`config.mk`:
```
export PLATFORM = sky130hd
export DESIGN_NAME = ps2_rx_fifo
export DESIGN_NICKNAME = d
export VERILOG_FILES = /design/src/rtl/ps2_rx_fifo.sv
export SDC_FILE = /design/constraint.sdc
export NUM_CORES = 1
export LEC_CHECK = 0
export CORE_MARGIN = 2
export CORE_UTILIZATION = 35
export CTS_BUF_LIST = sky130_fd_sc_hd__clkbuf_2
export DETAILED_ROUTE_END_ITERATION = 8
export PLACE_DENSITY = 0.6
export SLEW_MARGIN = 20
export SYNTH_ARGS = -nofsm -noshare
export SYNTH_HDL_FRONTEND = slang
export SYNTH_SLANG_ARGS = --single-unit
```
`constraint.sdc`:
```
create_clock -name Clock -period 8.79 [get_ports Clock]
set_input_delay 1.3185 -clock Clock [delete_from_list [all_inputs] [get_ports Clock]]
set_output_delay 1.3185 -clock Clock [all_outputs]
set_load 0.02 [all_outputs]
```
`src/rtl/ps2_rx_fifo.sv`:
```
// PS/2 keyboard receiver running entirely in the system clock domain.
// KB_Clock and Data are synchronised and the clock is glitch filtered.
// Full 11-bit frames are checked for start, odd parity and stop bits.
// E0 and F0 prefix bytes are folded into per-code extended/break flags.
// Decoded codes are buffered in a first-word-fall-through FIFO.
module ps2_rx_fifo #(
  parameter int SYNC_STAGES    = 2,
  parameter int FILTER_LEN     = 4,
  parameter int TIMEOUT_CYCLES = 50000,
  parameter int FIFO_DEPTH     = 8
) (
  input  logic       Clock,
  input  logic       Reset,
  input  logic       KB_Clock,
  input  logic       Data,
  input  logic       Rd_en,
  output logic [9:0] Rd_data,
  output logic       Empty,
  output logic       Full,
  output logic       Parity_error,
  output logic       Frame_error,
  output logic       Timeout_error,
  output logic       Overflow
);

  localparam int AW = $clog2(FIFO_DEPTH);
  localparam int CW = AW + 1;
  localparam int FW = $clog2(FILTER_LEN + 1);
  localparam int TW = $clog2(TIMEOUT_CYCLES + 1);

  localparam logic [CW-1:0] DEPTH_CNT  = CW'(FIFO_DEPTH);
  localparam logic [FW-1:0] FILT_LAST  = FW'(FILTER_LEN - 1);
  localparam logic [TW-1:0] TIMEOUT_MAX = TW'(TIMEOUT_CYCLES - 1);

  typedef enum logic [1:0] {IDLE, RECV, CHECK} state_t;

  logic [SYNC_STAGES-1:0] clk_sync;
  logic [SYNC_STAGES-1:0] data_sync;
  logic                   clk_s;
  logic                   data_s;

  logic                   filt_clk;
  logic [FW-1:0]          filt_cnt;
  logic                   fe;

  state_t                 state;
  logic [3:0]             bit_cnt;
  logic [TW-1:0]          tcnt;
  logic [9:0]             shift_reg;
  logic                   ext_flag;
  logic                   brk_flag;

  logic [7:0]             frame_byte;
  logic                   parity_ok;
  logic                   stop_ok;
  logic                   push_req;

  logic [9:0]             mem [FIFO_DEPTH];
  logic [AW-1:0]          wr_ptr;
  logic [AW-1:0]          rd_ptr;
  logic [CW-1:0]          count;
  logic                   do_pop;
  logic                   do_push;

  assign clk_s  = clk_sync[SYNC_STAGES-1];
  assign data_s = data_sync[SYNC_STAGES-1];

  // Falling edge of the filtered clock: the last of FILTER_LEN low samples
  // is being seen while the filtered level is still high.
  assign fe = filt_clk & ~clk_s & (filt_cnt == FILT_LAST);

  // Shift register holds data[7:0], parity, stop once all ten bits are in.
  assign frame_byte = shift_reg[7:0];
  assign parity_ok  = ^shift_reg[8:0];
  assign stop_ok    = shift_reg[9];
  assign push_req   = (state == CHECK) && stop_ok && parity_ok &&
                      (frame_byte != 8'hE0) && (frame_byte != 8'hF0);

  assign Empty   = (count == '0);
  assign Full    = (count == DEPTH_CNT);
  assign do_pop  = Rd_en & ~Empty;
  assign do_push = push_req & (~Full | do_pop);
  assign Rd_data = mem[rd_ptr];

  // Bring the raw bus lines into the system clock domain, idling high.
  always_ff @(posedge Clock or negedge Reset) begin
    if (!Reset) begin
      clk_sync  <= '1;
      data_sync <= '1;
    end else begin
      clk_sync  <= {clk_sync[SYNC_STAGES-2:0], KB_Clock};
      data_sync <= {data_sync[SYNC_STAGES-2:0], Data};
    end
  end

  // Filtered clock follows the synchronised clock only after a run of
  // FILTER_LEN consecutive samples that disagree with the current level.
  always_ff @(posedge Clock or negedge Reset) begin
    if (!Reset) begin
      filt_clk <= 1'b1;
      filt_cnt <= '0;
    end else if (clk_s != filt_clk) begin
      if (filt_cnt == FILT_LAST) begin
        filt_clk <= clk_s;
        filt_cnt <= '0;
      end else begin
        filt_cnt <= filt_cnt + FW'(1);
      end
    end else begin
      filt_cnt <= '0;
    end
  end

  // Frame receiver: start detect, bit shifting, timeout and frame checks,
  // with prefix flag tracking and registered one-cycle error pulses.
  always_ff @(posedge Clock or negedge Reset) begin
    if (!Reset) begin
      state         <= IDLE;
      bit_cnt       <= '0;
      tcnt          <= '0;
      shift_reg     <= '0;
      ext_flag      <= 1'b0;
      brk_flag      <= 1'b0;
      Parity_error  <= 1'b0;
      Frame_error   <= 1'b0;
      Timeout_error <= 1'b0;
    end else begin
      Parity_error  <= 1'b0;
      Frame_error   <= 1'b0;
      Timeout_error <= 1'b0;
      case (state)
        IDLE: begin
          tcnt <= '0;
          if (fe && !data_s) begin
            state   <= RECV;
            bit_cnt <= '0;
          end
        end
        RECV: begin
          if (fe) begin
            tcnt      <= '0;
            shift_reg <= {data_s, shift_reg[9:1]};
            if (bit_cnt == 4'd9) begin
              state <= CHECK;
            end else begin
              bit_cnt <= bit_cnt + 4'd1;
            end
          end else if (tcnt == TIMEOUT_MAX) begin
            Timeout_error <= 1'b1;
            state         <= IDLE;
            tcnt          <= '0;
            ext_flag      <= 1'b0;
            brk_flag      <= 1'b0;
          end else begin
            tcnt <= tcnt + TW'(1);
          end
        end
        CHECK: begin
          state <= IDLE;
          if (!stop_ok) begin
            Frame_error <= 1'b1;
            ext_flag    <= 1'b0;
            brk_flag    <= 1'b0;
          end else if (!parity_ok) begin
            Parity_error <= 1'b1;
            ext_flag     <= 1'b0;
            brk_flag     <= 1'b0;
          end else if (frame_byte == 8'hE0) begin
            ext_flag <= 1'b1;
          end else if (frame_byte == 8'hF0) begin
            brk_flag <= 1'b1;
          end else begin
            ext_flag <= 1'b0;
            brk_flag <= 1'b0;
          end
        end
        default: state <= IDLE;
      endcase
    end
  end

  // Scan-code FIFO: push and pop resolve on the same edge; a push into a
  // full FIFO with no pop is dropped and latches the sticky overflow flag.
  always_ff @(posedge Clock or negedge Reset) begin
    if (!Reset) begin
      for (int i = 0; i < FIFO_DEPTH; i++) begin
        mem[i] <= '0;
      end
      wr_ptr   <= '0;
      rd_ptr   <= '0;
      count    <= '0;
      Overflow <= 1'b0;
    end else begin
      if (do_push) begin
        mem[wr_ptr] <= {ext_flag, brk_flag, frame_byte};
        wr_ptr      <= wr_ptr + AW'(1);
      end
      if (do_pop) begin
        rd_ptr <= rd_ptr + AW'(1);
      end
      if (push_req && Full && !do_pop) begin
        Overflow <= 1'b1;
      end
      case ({do_push, do_pop})
        2'b10:   count <= count + CW'(1);
        2'b01:   count <= count - CW'(1);
        default: count <= count;
      endcase
    end
  end

endmodule

```
Word-level counts from Yosys, hierarchy flattened
Cells that the tools add are included.
{"block": "totals", "output_inout_bits": 16, "reg_bits": 136}
{"block": "classes", "n_reduce_logical": 22, "muxes": 41, "eq_ne": 22, "n_lt_le_gt_ge": 3, "n_addsub": 7, "n_bitwise": 10}
{"cell": "bitwise mux 80 bit", "count": 1}
{"cell": "2-to-1 mux 16 bit", "count": 2}
{"cell": "case mux 16 bit (2 select lines)", "count": 1}
{"cell": "binary-select mux 10 bit (select 3 bit)", "count": 1}
{"cell": "demux 10 bit (select 3 bit)", "count": 1}
{"cell": "2-to-1 mux 10 bit", "count": 3}
{"cell": "2-to-1 mux 1 bit", "count": 18}
{"cell": "adder 16 x 1 -> 16 bit (second input constant)", "count": 1}
{"cell": "== test 16 bit (second input constant)", "count": 1}
{"cell": "== test 8 bit (second input constant)", "count": 2}
{"cell": "!= test 8 bit (second input constant)", "count": 2}
{"cell": "case mux 4 bit (2 select lines)", "count": 2}
{"cell": "2-to-1 mux 4 bit", "count": 3}
{"cell": "AND reduction 4 bit", "count": 3}
{"cell": "!= test 2 bit (second input constant)", "count": 5}
{"cell": "adder 3 x 1 -> 3 bit (second input constant)", "count": 3}
{"cell": "XOR reduction 9 bit", "count": 1}
{"cell": "adder 4 x 1 -> 4 bit (second input constant)", "count": 2}
{"cell": "== test 4 bit (second input constant)", "count": 2}
{"cell": ">= comparator 4 bit (second input constant)", "count": 2}
{"cell": "logical AND 1 bit", "count": 8}
{"cell": "2-to-1 mux 2 bit", "count": 4}
{"cell": "inverter 3 -> 4 bit", "count": 2}
{"cell": "2-to-1 mux 3 bit", "count": 2}
{"cell": "20 further kinds", "count": 33}

Logic depth before layout (Yosys ltp)
{"block": "logic_depth", "word_depth": 8, "depth_mapped": 15, "ltp_nobuf": 13}

Worst setup path after synthesis
No wires, ideal clock.
{"block": "synth_path", "path_kind": "register to register", "from": "register shift_reg[2]", "to": "register count[2]", "n_path_buf": 2, "path_stages_with_launch": 16, "synth_period_minus_slack_ns": 3.325, "path_slack_ns": 5.465, "t_required_ns": 8.665, "setup_time_ns": 0.125, "arrival_ns": 3.200, "path_cell_list": "dfrtp_1 -> clkbuf_1 -> inv_1 -> ha_1 -> xnor3_2 -> xnor2_4 -> buf_4 -> nor3_1 -> inv_1 -> ha_1 -> xor2_1 -> ha_1 -> a21oi_1 -> xor2_1 -> nor2_1 -> xor2_1"}
{"block": "synth_between", "elab_chain_cells": 7, "elab_cells_between_ends": 11, "classes_between": "eq/ne: 4; mux: 1; bitwise: 1; reduce/logical: 5"}
{"item": "start: declaration", "line": "49", "text": "logic [9:0] shift_reg;"}
{"item": "start signal: assignment", "line": "142", "text": "shift_reg <= {data_s, shift_reg[9:1]};"}
{"item": "XOR reduction 9 bit", "line": "74", "text": "assign parity_ok = ^shift_reg[8:0];"}
{"item": "logical AND 1 bit (2 in series)", "line": "76", "text": "assign push_req = (state == CHECK) && stop_ok && parity_ok &&"}
{"item": "logical AND 1 bit *", "line": "77", "text": "(frame_byte != 8'hE0) && (frame_byte != 8'hF0);"}
{"item": "AND 1 bit *", "line": "82", "text": "assign do_push = push_req & (~Full | do_pop);"}
{"item": "== test 2 x 1 -> 1 bit / == test 2 bit (equally long branches)", "line": "204", "text": "case ({do_push, do_pop})"}
{"item": "case mux 4 bit (2 select lines) / nonzero test 2 bit (equally long branches)"}
{"item": "end signal: assignment", "line": "205", "text": "2'b10: count <= count + CW'(1);"}
{"item": "end signal: assignment", "line": "206", "text": "2'b01: count <= count - CW'(1);"}
{"item": "end signal: assignment", "line": "207", "text": "default: count <= count;"}
{"item": "end: declaration", "line": "61", "text": "logic [CW-1:0] count;"}
Every way passes the cells marked *; elsewhere a longest branch is shown, timed or not.
A chain may end at the register's enable or synchronous reset.

Worst setup path after layout
{"block": "layout_path", "from": "register rd_ptr[1]", "to": "output Rd_data[8]"}
{"block": "layout_between", "elab_chain_cells": 4}
{"item": "start: declaration", "line": "60", "text": "logic [AW-1:0] rd_ptr;"}
{"item": "start signal: assignment", "line": "199", "text": "rd_ptr <= rd_ptr + AW'(1);"}
{"item": "inverter 3 -> 4 bit (not written as such)", "line": "83", "text": "assign Rd_data = mem[rd_ptr];"}
{"item": "binary-select mux 10 bit (select 3 bit)", "line": "83"}
{"item": "2-to-1 mux 10 bit (not written as such) (2 in series)", "line": "83"}
{"item": "end: declaration", "line": "17", "text": "output logic [9:0] Rd_data,"}
Every way passes these cells. The select of a mux whose other input is x is not followed.

==> summary.txt <==
result of the run: completed
global route total overflow: 0
Final TNS setup: 0 ns
depth of the most critical reg-to-reg path: 13
Yosys warning total: 0
number of flip-flops under the largest register name: 80
post-cts resize count: 0
first-pass GRT wire length: 21.4 mm
floorplan die width: 141 µm
critical path start-end classification: register to primary output
Reg-to-Reg End: count[2]
crit path max-delay cell type: dfrtp_1
final RePlAce weighted congestion: 0.775
drt via density: 5.26
total CTS buffers: 17
worst reg2reg setup slack: 5.31 ns
Max FO, Critical Path: 22
Initial Utilization: 36.0%
total of flip-flops plus latches after synthesis: 136
gate count of the mapped netlist: 481
maximum level of the CTS H-tree: 4
number of instances on the worst hold path: 0
detailed route wirelength on metal3: 376 µm
share of the synthesized area in the top cell type: 50.2%
CTS Sinks: 136
CTS clock-pin slew for the worst setup and hold paths: 0.20 ns
post-synth cell types: 54
CP Data Required Time: 7.47 ns
dominant synthesized flop cell: dfrtp_1
first-pass detailed-route iteration total: 4
pin slew with the least headroom to its limit: 1.15 ns
type of origin of the critical path: register
clock tree from TritonCTS: yes
ANT nets after route: 0
fraction of the yosys area taken by sequential cells: 52.2%
mean area per synthesized cell: 13.6 µm²
timing-limited maximum frequency: 228 MHz
count of hold-fix buffers inserted at cts: 0
Post-synth EDFFs: 0
fraction of final layout cells sized beyond drive strength 1: 33.1%
via count of the first global-routing pass: 4042
violation count after the first detailed-route iteration: 173
shortest period the worst path allows: 4.38 ns
Maximum Capacitance Violations: 0
cell type group with the largest total delay on the critical path: flip-flops
maximum single-stage delay on the critical path: 1.14 ns
Max-Slew Margin vs Limit: 23.5%
Met1 Routed Length: 5.98 mm
Layout Skew: 0.0357 ns
RSZ-0062 raised after global routing: false
library cell with the largest summed area after synthesis: dfrtp_1
mean routed wirelength per cell: 17.1 µm
number of setup violations in the final report: 0
final standard cell utilization of the core: 39.6%
clock network latency to the later pin of the worst-skew pair: 0.68 ns
Final Slew Violations: 0
Hold EP: clk_sync[1]
leakage component of the power: 3.19 nW
top layer in use: met4
final hold violation count: 0
met2 routed wirelength: 6.19 mm
synthesized net count: 501
GRT Util Overall: 14.0%
CP Data Arrival Time: 3.06 ns
worst path buffer plus inverter count: 1
Buffers on Ports: 20
detailed placer's ending HPWL: 8.17 mm
Placeable Area: 0.0181 mm²
most area-consuming cells after synthesis: dfrtp_1 (50%), mux2_2 (17%), mux4_2 (6.9%), ha_1 (2.9%), nor4_4 (2.6%)
worst reg2reg path startpoint: shift_reg[2]
IR drop worst, VDD: 0.0000777 V
total detailed-routing wirelength: 12.8 mm
Area growth, synth to finish: 10.0%
Crit. End Element: primary output
Die Span Y: 141 µm
post-synth design cell area: 0.00654 mm²
pin count of the biggest net entering global routing: 80
number of design rule violations left after detail routing: 0
full die area: 0.0198 mm²
root buffer cell: clkbuf_2
Setup Buffers After CTS: 0
Max Root-Sink Buffers: 2
detailed-route via count: 3923
ys async rst share: 100%
Hold Path Origin: clk_sync[0]
final critical-path share of the clock period: 49.8%
type of the worst min-delay path: register to register
initial antenna violation count: 1
crit path cell chain: mux4_2, mux2_2, clkdlybuf4s50_1
floorplan row count: 49
power density over cell area: 183 mW/mm²
net total in the final layout: 523
ports placed on the boundary: 21
## synthesized netlist by cell type, drive strengths merged, types with 3 or more instances
cell type	number
nand4	3
nand2	21
dfrtp	131
inv	21
clkbuf	13
mux4	20
nor4	16
nand3	5
o21ai	15
or4	3
nand2b	8
xnor2	15
xor2	5
mux2	97
buf	8
o2111ai	8
nor2b	3
or3	3
ha	15
dfstp	5
nand3b	3
nor2	17
nor3	9
a21oi	7
## per-layer routing
layer | up-vias | GRT usage (%)
met3 | 18 | 3.46
met2 | 61 | 22.5
li1 | 1809 | -
met5 | - | 0
met1 | 2035 | 18.3
met4 | 0 | 5.42
## worst max path at each step
stage	slack [ns]	cells after the start	endpoint	from
after global routing	4.26	3	Rd_data[8]	rd_ptr[1]
after global placement	5.04	11	count[2]	Rd_en
final	4.41	3	Rd_data[8]	rd_ptr[1]
after CTS	4.33	3	Rd_data[8]	rd_ptr[1]
after floorplan	5.46	15	count[2]	shift_reg[2]
after detailed placement	4.94	11	count[2]	Rd_en
## report_power, final
group	internal [mW]	switching [mW]	leakage [nW]	total (mW)
registers	0.668	0.0736	1.85	0.742
clock network	0.104	0.229	0.124	0.333
logic	0.118	0.124	1.21	0.242
total	0.890	0.427	3.19	1.32
## worst reg2reg max path: cells and delay by family (launching register included)
kind / cells / cell delay, ns
AOI/OAI and AO/OA: 1 / 0.15
xor gates and xnor gates: 5 / 1.46
adders and majority gates: 3 / 0.72
buffers and inverters: 2 / 0.23
DFF: 1 / 0.57
and+or+nand+nor: 2 / 0.28
## cell families (layout without fill, tap and decap cells)
logic type | after synthesis | count (layout) | share of synthesized area [%]
DFF | 136 | 136 | 52.2
muxes | 117 | 117 | 23.6
and+or+nand+nor | 104 | 104 | 10.6
AOI/OAI and AO/OA | 46 | 46 | 4.79
buffers and inverters | 42 | 77 | 2.51
xor gates and xnor gates | 21 | 21 | 3.45
adders and majority gates | 15 | 15 | 2.87
other | 0 | 1 | 0
## cell usage in the layout (no fill, tap or decap), types with 3 or more instances in the layout
master | synthesis | layout
nor3_1 | 9 | 9
clkinv_2 | 0 | 3
nand4_1 | 3 | 3
nor2b_1 | 3 | 3
mux4_2 | 20 | 20
mux2_2 | 96 | 96
nor4_4 | 8 | 8
or3_1 | 3 | 3
dfrtp_1 | 131 | 131
a21oi_1 | 7 | 7
inv_1 | 21 | 21
ha_1 | 15 | 15
nor2_1 | 17 | 17
nand3b_1 | 3 | 3
clkinvlp_4 | 0 | 4
buf_4 | 1 | 4
clkbuf_2 | 0 | 20
nand2_1 | 21 | 21
nand3_1 | 5 | 5
o2111ai_1 | 8 | 8
dfstp_2 | 5 | 5
nor4_1 | 8 | 8
xnor2_1 | 14 | 14
nand2b_1 | 8 | 8
xor2_1 | 4 | 4
clkdlybuf4s50_1 | 0 | 19
or4_1 | 3 | 3
o21ai_0 | 15 | 15
## through the flow
stage / hold WS (ns) / cell area, µm² / power (mW) / std cells / setup slack, ns
4_1_cts: 0.373 / 7160 / 1.34 / 744 / 4.33
5_1_grt: 0.384 / 7190 / 1.40 / 746 / 4.26
6_report: 0.371 / 7190 / 1.32 / 746 / 4.41
2_1_floorplan: 0.345 / 6540 / 0.922 / 481 / 5.46
3_5_place_dp: 0.347 / 6960 / 1.00 / 712 / 4.94
3_3_place_gp: 0.345 / 6960 / 0.990 / 712 / 5.04
## area by class of cell
cell class / instances / area [µm²]
antenna: 1 / 2.50
clock buffer: 20 / 100
clock inverter: 12 / 105
fill: 1724 / 11000
inverter: 21 / 78.8
multi-input combinational: 303 / 2960
sequential: 136 / 3410
tap: 229 / 287
timing repair buffer: 24 / 248
No activity file was read; power rests on OpenSTA's default activity.
